$ cat config.mk
export PLATFORM = sky130hd
export DESIGN_NAME = instr_fetch
export DESIGN_NICKNAME = d
export VERILOG_FILES = /design/src/rtl/riscv_pkg.sv /design/src/rtl/fetch_pc_gen.sv /design/src/rtl/instr_fetch.sv
export SDC_FILE = /design/constraint.sdc
export NUM_CORES = 1
export LEC_CHECK = 0
export BUFFER_PORTS_ARGS = -buffer_cell sky130_fd_sc_hd__buf_2
export CAP_MARGIN = 20
export CORE_MARGIN = 4
export CORE_UTILIZATION = 30
export CTS_CLUSTER_DIAMETER = 100
export DETAILED_ROUTE_END_ITERATION = 12
export HOLD_SLACK_MARGIN = 0.02
export SLEW_MARGIN = 0
export SYNTH_ARGS = -nofsm -noshare
export SYNTH_HDL_FRONTEND = slang
export SYNTH_SLANG_ARGS = --single-unit
export TNS_END_PERCENT = 50
$ cat constraint.sdc
create_clock -name clk -period 1.9 [get_ports clk]
set_input_delay 0.38 -clock clk [delete_from_list [all_inputs] [get_ports clk]]
set_output_delay 0.38 -clock clk [all_outputs]
set_load 0.02 [all_outputs]
$ cat src/rtl/riscv_pkg.sv
// Shared RV32 definitions for the fetch stage and the main decoder.
// Holds the NOP encoding, the fetch FSM state encoding, the default reset PC and the major opcodes.
package riscv_pkg;

    localparam int unsigned XLEN_DEF     = 32;
    localparam logic [31:0] RESET_PC_DEF = 32'h0000_0000;
    localparam logic [31:0] NOP_INSTR    = 32'h0000_0013;

    localparam logic [6:0] OP_LOAD   = 7'b0000011;
    localparam logic [6:0] OP_ITYPE  = 7'b0010011;
    localparam logic [6:0] OP_STORE  = 7'b0100011;
    localparam logic [6:0] OP_RTYPE  = 7'b0110011;
    localparam logic [6:0] OP_BRANCH = 7'b1100011;
    localparam logic [6:0] OP_JAL    = 7'b1101111;

    typedef enum logic [1:0] {
        IDLE  = 2'd0,
        FETCH = 2'd1,
        FULL  = 2'd2
    } fetch_state_t;

endpackage

$ cat src/rtl/fetch_pc_gen.sv
// Next-PC generation: sequential pc+4 or an aligned taken-branch target.
// Purely combinational; all arithmetic wraps modulo 2^XLEN.
module fetch_pc_gen #(
    parameter int XLEN = 32
) (
    input  logic [XLEN-1:0] instr_pc,
    input  logic            PCSrc,
    input  logic [XLEN-1:0] PCTarget,
    output logic [XLEN-1:0] pc_plus4,
    output logic [XLEN-1:0] next_pc
);

    assign pc_plus4 = instr_pc + XLEN'(4);

    // Low target bits are cleared rather than trapped on.
    assign next_pc  = PCSrc ? (PCTarget & ~XLEN'(3)) : pc_plus4;

endmodule

$ cat src/rtl/instr_fetch.sv
// Fetch stage: owns the PC, reads imem over req/ack, holds one instruction for decode (FETCH_PERF_CNT_EN adds counters).
// Latency: ack in cycle N -> instr_valid in N+1; accept -> next imem_req one cycle later (1 instr / 2 cycles peak).
// Backpressure: instr_ready low holds instr/instr_pc stable and keeps imem_req low until accept.
module instr_fetch
    import riscv_pkg::*;
#(
    parameter int              XLEN     = XLEN_DEF,
    parameter logic [XLEN-1:0] RESET_PC = RESET_PC_DEF
) (
    input  logic            clk,
    input  logic            rst,
    output logic            imem_req,
    output logic [XLEN-1:0] imem_addr,
    input  logic            imem_ack,
    input  logic [31:0]     imem_rdata,
    output logic            instr_valid,
    input  logic            instr_ready,
    output logic [31:0]     instr,
    output logic [XLEN-1:0] instr_pc,
    output logic [XLEN-1:0] pc_plus4,
    input  logic            PCSrc,
    input  logic [XLEN-1:0] PCTarget
`ifdef FETCH_PERF_CNT_EN
    ,
    output logic [31:0]     fetch_cnt,
    output logic [31:0]     redirect_cnt
`endif
);

    fetch_state_t    state;
    fetch_state_t    state_nxt;
    logic [XLEN-1:0] fetch_pc;
    logic [XLEN-1:0] next_pc;
    logic            capture;
    logic            accept;

    fetch_pc_gen #(
        .XLEN(XLEN)
    ) u_pc_gen (
        .instr_pc (instr_pc),
        .PCSrc    (PCSrc),
        .PCTarget (PCTarget),
        .pc_plus4 (pc_plus4),
        .next_pc  (next_pc)
    );

    always_comb begin
        state_nxt   = state;
        imem_req    = 1'b0;
        instr_valid = 1'b0;
        unique case (state)
            IDLE: begin
                state_nxt = FETCH;
            end
            FETCH: begin
                imem_req = 1'b1;
                if (imem_ack) state_nxt = FULL;
            end
            FULL: begin
                instr_valid = 1'b1;
                if (instr_ready) state_nxt = FETCH;
            end
            default: begin
                state_nxt = IDLE;
            end
        endcase
    end

    // Ack only counts while requesting, so stray acks in IDLE/FULL are dropped.
    assign capture   = imem_req & imem_ack;
    assign accept    = instr_valid & instr_ready;
    assign imem_addr = fetch_pc;

    always_ff @(posedge clk) begin
        if (rst) begin
            state    <= IDLE;
            fetch_pc <= RESET_PC;
            instr    <= NOP_INSTR;
            instr_pc <= RESET_PC;
        end else begin
            state <= state_nxt;
            if (capture) begin
                instr    <= imem_rdata;
                instr_pc <= fetch_pc;
            end
            if (accept) begin
                fetch_pc <= next_pc;
            end
        end
    end

`ifdef FETCH_PERF_CNT_EN
    always_ff @(posedge clk) begin
        if (rst) begin
            fetch_cnt    <= 32'd0;
            redirect_cnt <= 32'd0;
        end else if (accept) begin
            fetch_cnt <= fetch_cnt + 32'd1;
            if (PCSrc) redirect_cnt <= redirect_cnt + 32'd1;
        end
    end
`endif

endmodule

Yosys cells after proc, flatten, opt, wreduce, memory -nomap -nowiden
Cells that the tools add are included.

word-level totals
  input port bits = 69
  output and inout port bits = 130
  logic and storage cells = 19
  register bits = 98

operators by class
  bitwise operators = 2
  eq/ne operators = 4
  muxes and demuxes = 6
  add/sub/neg operators = 1
  reductions and logical operators = 2

operator list
  operator                                                         number
  32-bit by 3-bit adder with 32-bit output, second input constant  1
  32-bit 2-to-1 mux                                                1
  2-bit one-hot mux with 3 select lines                            1
  2-bit 2-to-1 mux                                                 2
  2-bit != test, second input constant                             2
  1-bit AND                                                        2
  2-bit by 1-bit == test with 1-bit output, second input constant  1
  2-bit == test, second input constant                             1
  2-bit logical NOT                                                1
  1-bit 2-to-1 mux                                                 2
  2-bit AND reduction                                              1

Depth between registers and ports, before layout
  word-level depth = 3
  gate-level depth with buffers = 7
  mapped depth without buffers = 6

Cells and area by module
Synthesis repeated with hierarchy kept, for this count alone.

unflattened totals
  cell total of the unflattened synthesis = 565
  area, all modules = 5342.6 um^2

modules (own cells, without submodules)
  module        cells an instance  times used  area an instance (um^2)  sequential area each (um^2)
  instr_fetch   393                1           4232.8                   1961.9
  fetch_pc_gen  172                1           1109.8                   0.0

Worst setup path before layout
OpenSTA, ideal clock, no wires.

  path kind = flip-flop to output port
  start point = register instr_pc[2]
  end point = output pc_plus4[30]
  stages on the path, launching flop included = 7
  data required time = 1520 ps
  path buffers = 1
  slack = -389 ps
  arrival time = 1909 ps
  cells stage by stage = dfxtp_1 > ha_1 > nand3_1 > or2_1 > buf_6 > nor3_2 > xor2_1

between the ends
  word-level cells in the longest chain between the ends = 1

RTL lines
  item                                      RTL line            RTL
  start, declared                           instr_fetch.sv:19   output logic [XLEN-1:0] instr_pc,
  start signal, assigned                    instr_fetch.sv:84   instr_pc <= fetch_pc;
  32-bit by 3-bit adder with 32-bit output  fetch_pc_gen.sv:13  assign pc_plus4 = instr_pc + XLEN'(4);
  end, declared                             instr_fetch.sv:20   output logic [XLEN-1:0] pc_plus4,

Every way passes these cells.

Worst setup path in the final report
  start point = register instr_pc[2]
  end point = output pc_plus4[20]

Same word-level chain as after synthesis.

==> results.toml <==
[routing]
drtPass1Iterations = 5
routed-wl-met2_um = 7130
routed_via_density = 4.82
drtAntennaViolNets = 0
dr.first_iter.drc_count = 226
vias = 4795
top_layer = "met4"
wl_met1_um = 6550
drc = 0
route.met3.wl_um = 1180
wl_per_cell_um = 15.2
wirelength_um = 15100

[sta]
worst_pin_slew_ns = 0.471
fin_ws_ns = -0.377
clock_skew_ns = 0.0117
setup_violations = 24
holdWs_ns = 0.242
slew_violations = 0
maxSlewHeadroom_pct = 68.6
fin_crit_sh_pct = 120
rsz0062_at_grt = "true"
hold_viol_final = 0
fin_crit_ns = 2.28
max_clock_freq_mhz = 439
finalSetupTns_ns = -6.45

[cells_and_area]
multi_input_area_mm2 = 0.00259
utilization_pct = 46.9
fin_area_mm2 = 0.00682
fillCellCount = 1478
ff_latch_area_mm2 = 0.00200
fin_nets = 876
area_delta_synth_final_pct = 53.6
drive_gt1_share_pct = 44.0
layout.cells.non_filler = 994
num_antenna_cells = 0

[cts]
cts_hold_buf = 0
clk_latency_ns = 0.35
cts_sinks = 98
path_clk_slew_ns = 0.07
cts_tree = "yes"
cts-root-buf = "clkbuf_16"
cts_buffers = 9
h-tree-depth = 3
cts.path.max_buffers = 2

[floorplanning]
io_pins = 199
start_util_pct = 30.6
die_area_mm2 = 0.0168
die_x_um = 130
rows = 44
core_area_mm2 = 0.0145
die_y_um = 130

[global_route]
grt_pass1_wl_um = 23900
grt.total_usage_pct = 17.8
grt_pass1_vias = 4667
grt_start_max_net_pins = 43
globalRouteOverflowTotal = 0
antenna_found_initial = 0

[critical_path]
required_ns = 1.52
r2r_end = "imem_addr[24]"
worstReg2RegStart = "instr_pc[10]"
startpoint_type = "flop"
rrSetupSlack_ns = 0.16
arrival_ns = 1.90
worstSetupStartpoint = "instr_pc[2]"
path_max_fanout = 8
critPathKind = "flop to output port"
r2r_cells = 8
worstSetupEndpoint = "pc_plus4[20]"
cp-end-kind = "output port"

[place]
place.port_buffers = 196
gp_congestion = 0.787
placedCellCount = 969
placed_cell_area_mm2 = 0.00610
place_hpwl_um = 10900
place_ws_ns = -0.187

[logic_synthesis]
synthesis.nets = 639
synth_area_leaders = "dfxtp_1 44%, nand2_1 15%, a21oi_1 9.5%"
syn-cell-area_mm2 = 0.00444
yosysWarnings = 0
synth_edf_count = 0
yosys.cell_types.count = 49
avgSynthCellArea_um2 = 7.81
synth.most_common_cell = "nand2_1"
synth_commonest_cells = "174 x nand2_1, 98 x dfxtp_1, 84 x a21oi_1"
ys_ff_latch = 98
synthArstFlopShare_pct = 0
syn_inst = 569
synth_ff_type = "dfxtp_1"
synth_top_area_share_pct = 44.2
synth_top_area_cell = "dfxtp_1"
yosysSeqAreaShare_pct = 44.2

[run_status]
status = "finished with violations"
failed_checks = "setup timing"

[flow_run]
drv_cap = 0

[pwr]
ir_drop_uv = 515
power_mw = 4.48
p_per_area_mw_per_mm2 = 657
p_leak_nw = 3.23

[hold_path]
hold_class = "primary input to flop"
cell families (layout without fill, tap and decap cells):
family | count (synthesis) | in the layout | share of synthesized area [%]
multiplexers | 2 | 2 | 0.451
buffers and inverters | 49 | 290 | 4.54
flip-flops | 98 | 98 | 44.2
adder cells (fa/ha/maj) | 1 | 1 | 0.282
AND/OR/NAND/NOR | 270 | 270 | 29.7
AO/OA/AOI/OAI | 126 | 126 | 16.3
XOR/XNOR | 23 | 23 | 4.54
area by class of cell:
type,count,share of cell area (%)
clock buffer,10,3.36
clock inverter,5,1.16
inverter,7,0.385
multi-input combinational,422,37.9
sequential,98,29.3
tap,184,3.37
timing repair buffer,268,24.5
worst min path at each step:
| stage | startpoint | depth (start not counted) | slack [ns] | endpoint |
|---|---|---|---|---|
| finish | imem_rdata[4] | 3 | 0.24 | instr[4] |
| global route | imem_rdata[0] | 3 | 0.22 | instr[0] |
| CTS | imem_rdata[0] | 3 | 0.22 | instr[0] |
| detailed placement | instr[17] | 2 | 0.44 | instr[17] |
| global placement | instr[31] | 2 | 0.44 | instr[31] |
| floorplan | imem_rdata[0] | 2 | 0.50 | instr[0] |
repair_timing:
action | CTS | global route
pin swaps | 22 | 15
hold endpoints to repair | 0 | 0
resized for setup | 58 | 27
endpoints found under the setup margin | 27 | 27
gates cloned | 0 | 0
setup buffers | 7 | 4
worst max-delay path: stages, from the launching register on:
cell,delay (ns)
dfxtp_4,0.36
ha_4,0.14
nand3_4,0.07
or2_4,0.32
o31a_1,0.28
or2_4,0.24
buf_6,0.13
registers in the layout, summed over array words and instances (netlist names):
signal	flops
imem_addr	32
instr	32
instr_pc	32
state	2
per-layer routing:
metal | track usage [%] | up-vias
met5 | 0 | -
met3 | 5.61 | 15
li1 | - | 2401
met4 | 5.44 | 0
met1 | 22.9 | 2219
met2 | 28.8 | 160
power by group:
group	switching [mW]	internal (mW)
logic	0.271	0.150
registers	0.0264	2.09
clock network	0.797	1.15
cells in the final DEF, fill, tap and decap left out, drive strengths merged, types with 6 or more instances in the layout:
cell type	instances
a21oi	84
a31o	12
a31oi	8
buf	268
clkbuf	10
dfxtp	98
inv	8
nand2	174
nand2b	8
nand3	27
nand4	9
nor2	10
nor3	11
nor4	7
o211ai	7
o21ai	7
or2	6
xnor2	11
xor2	12
Note: power is estimated with default switching activity, not from simulation.
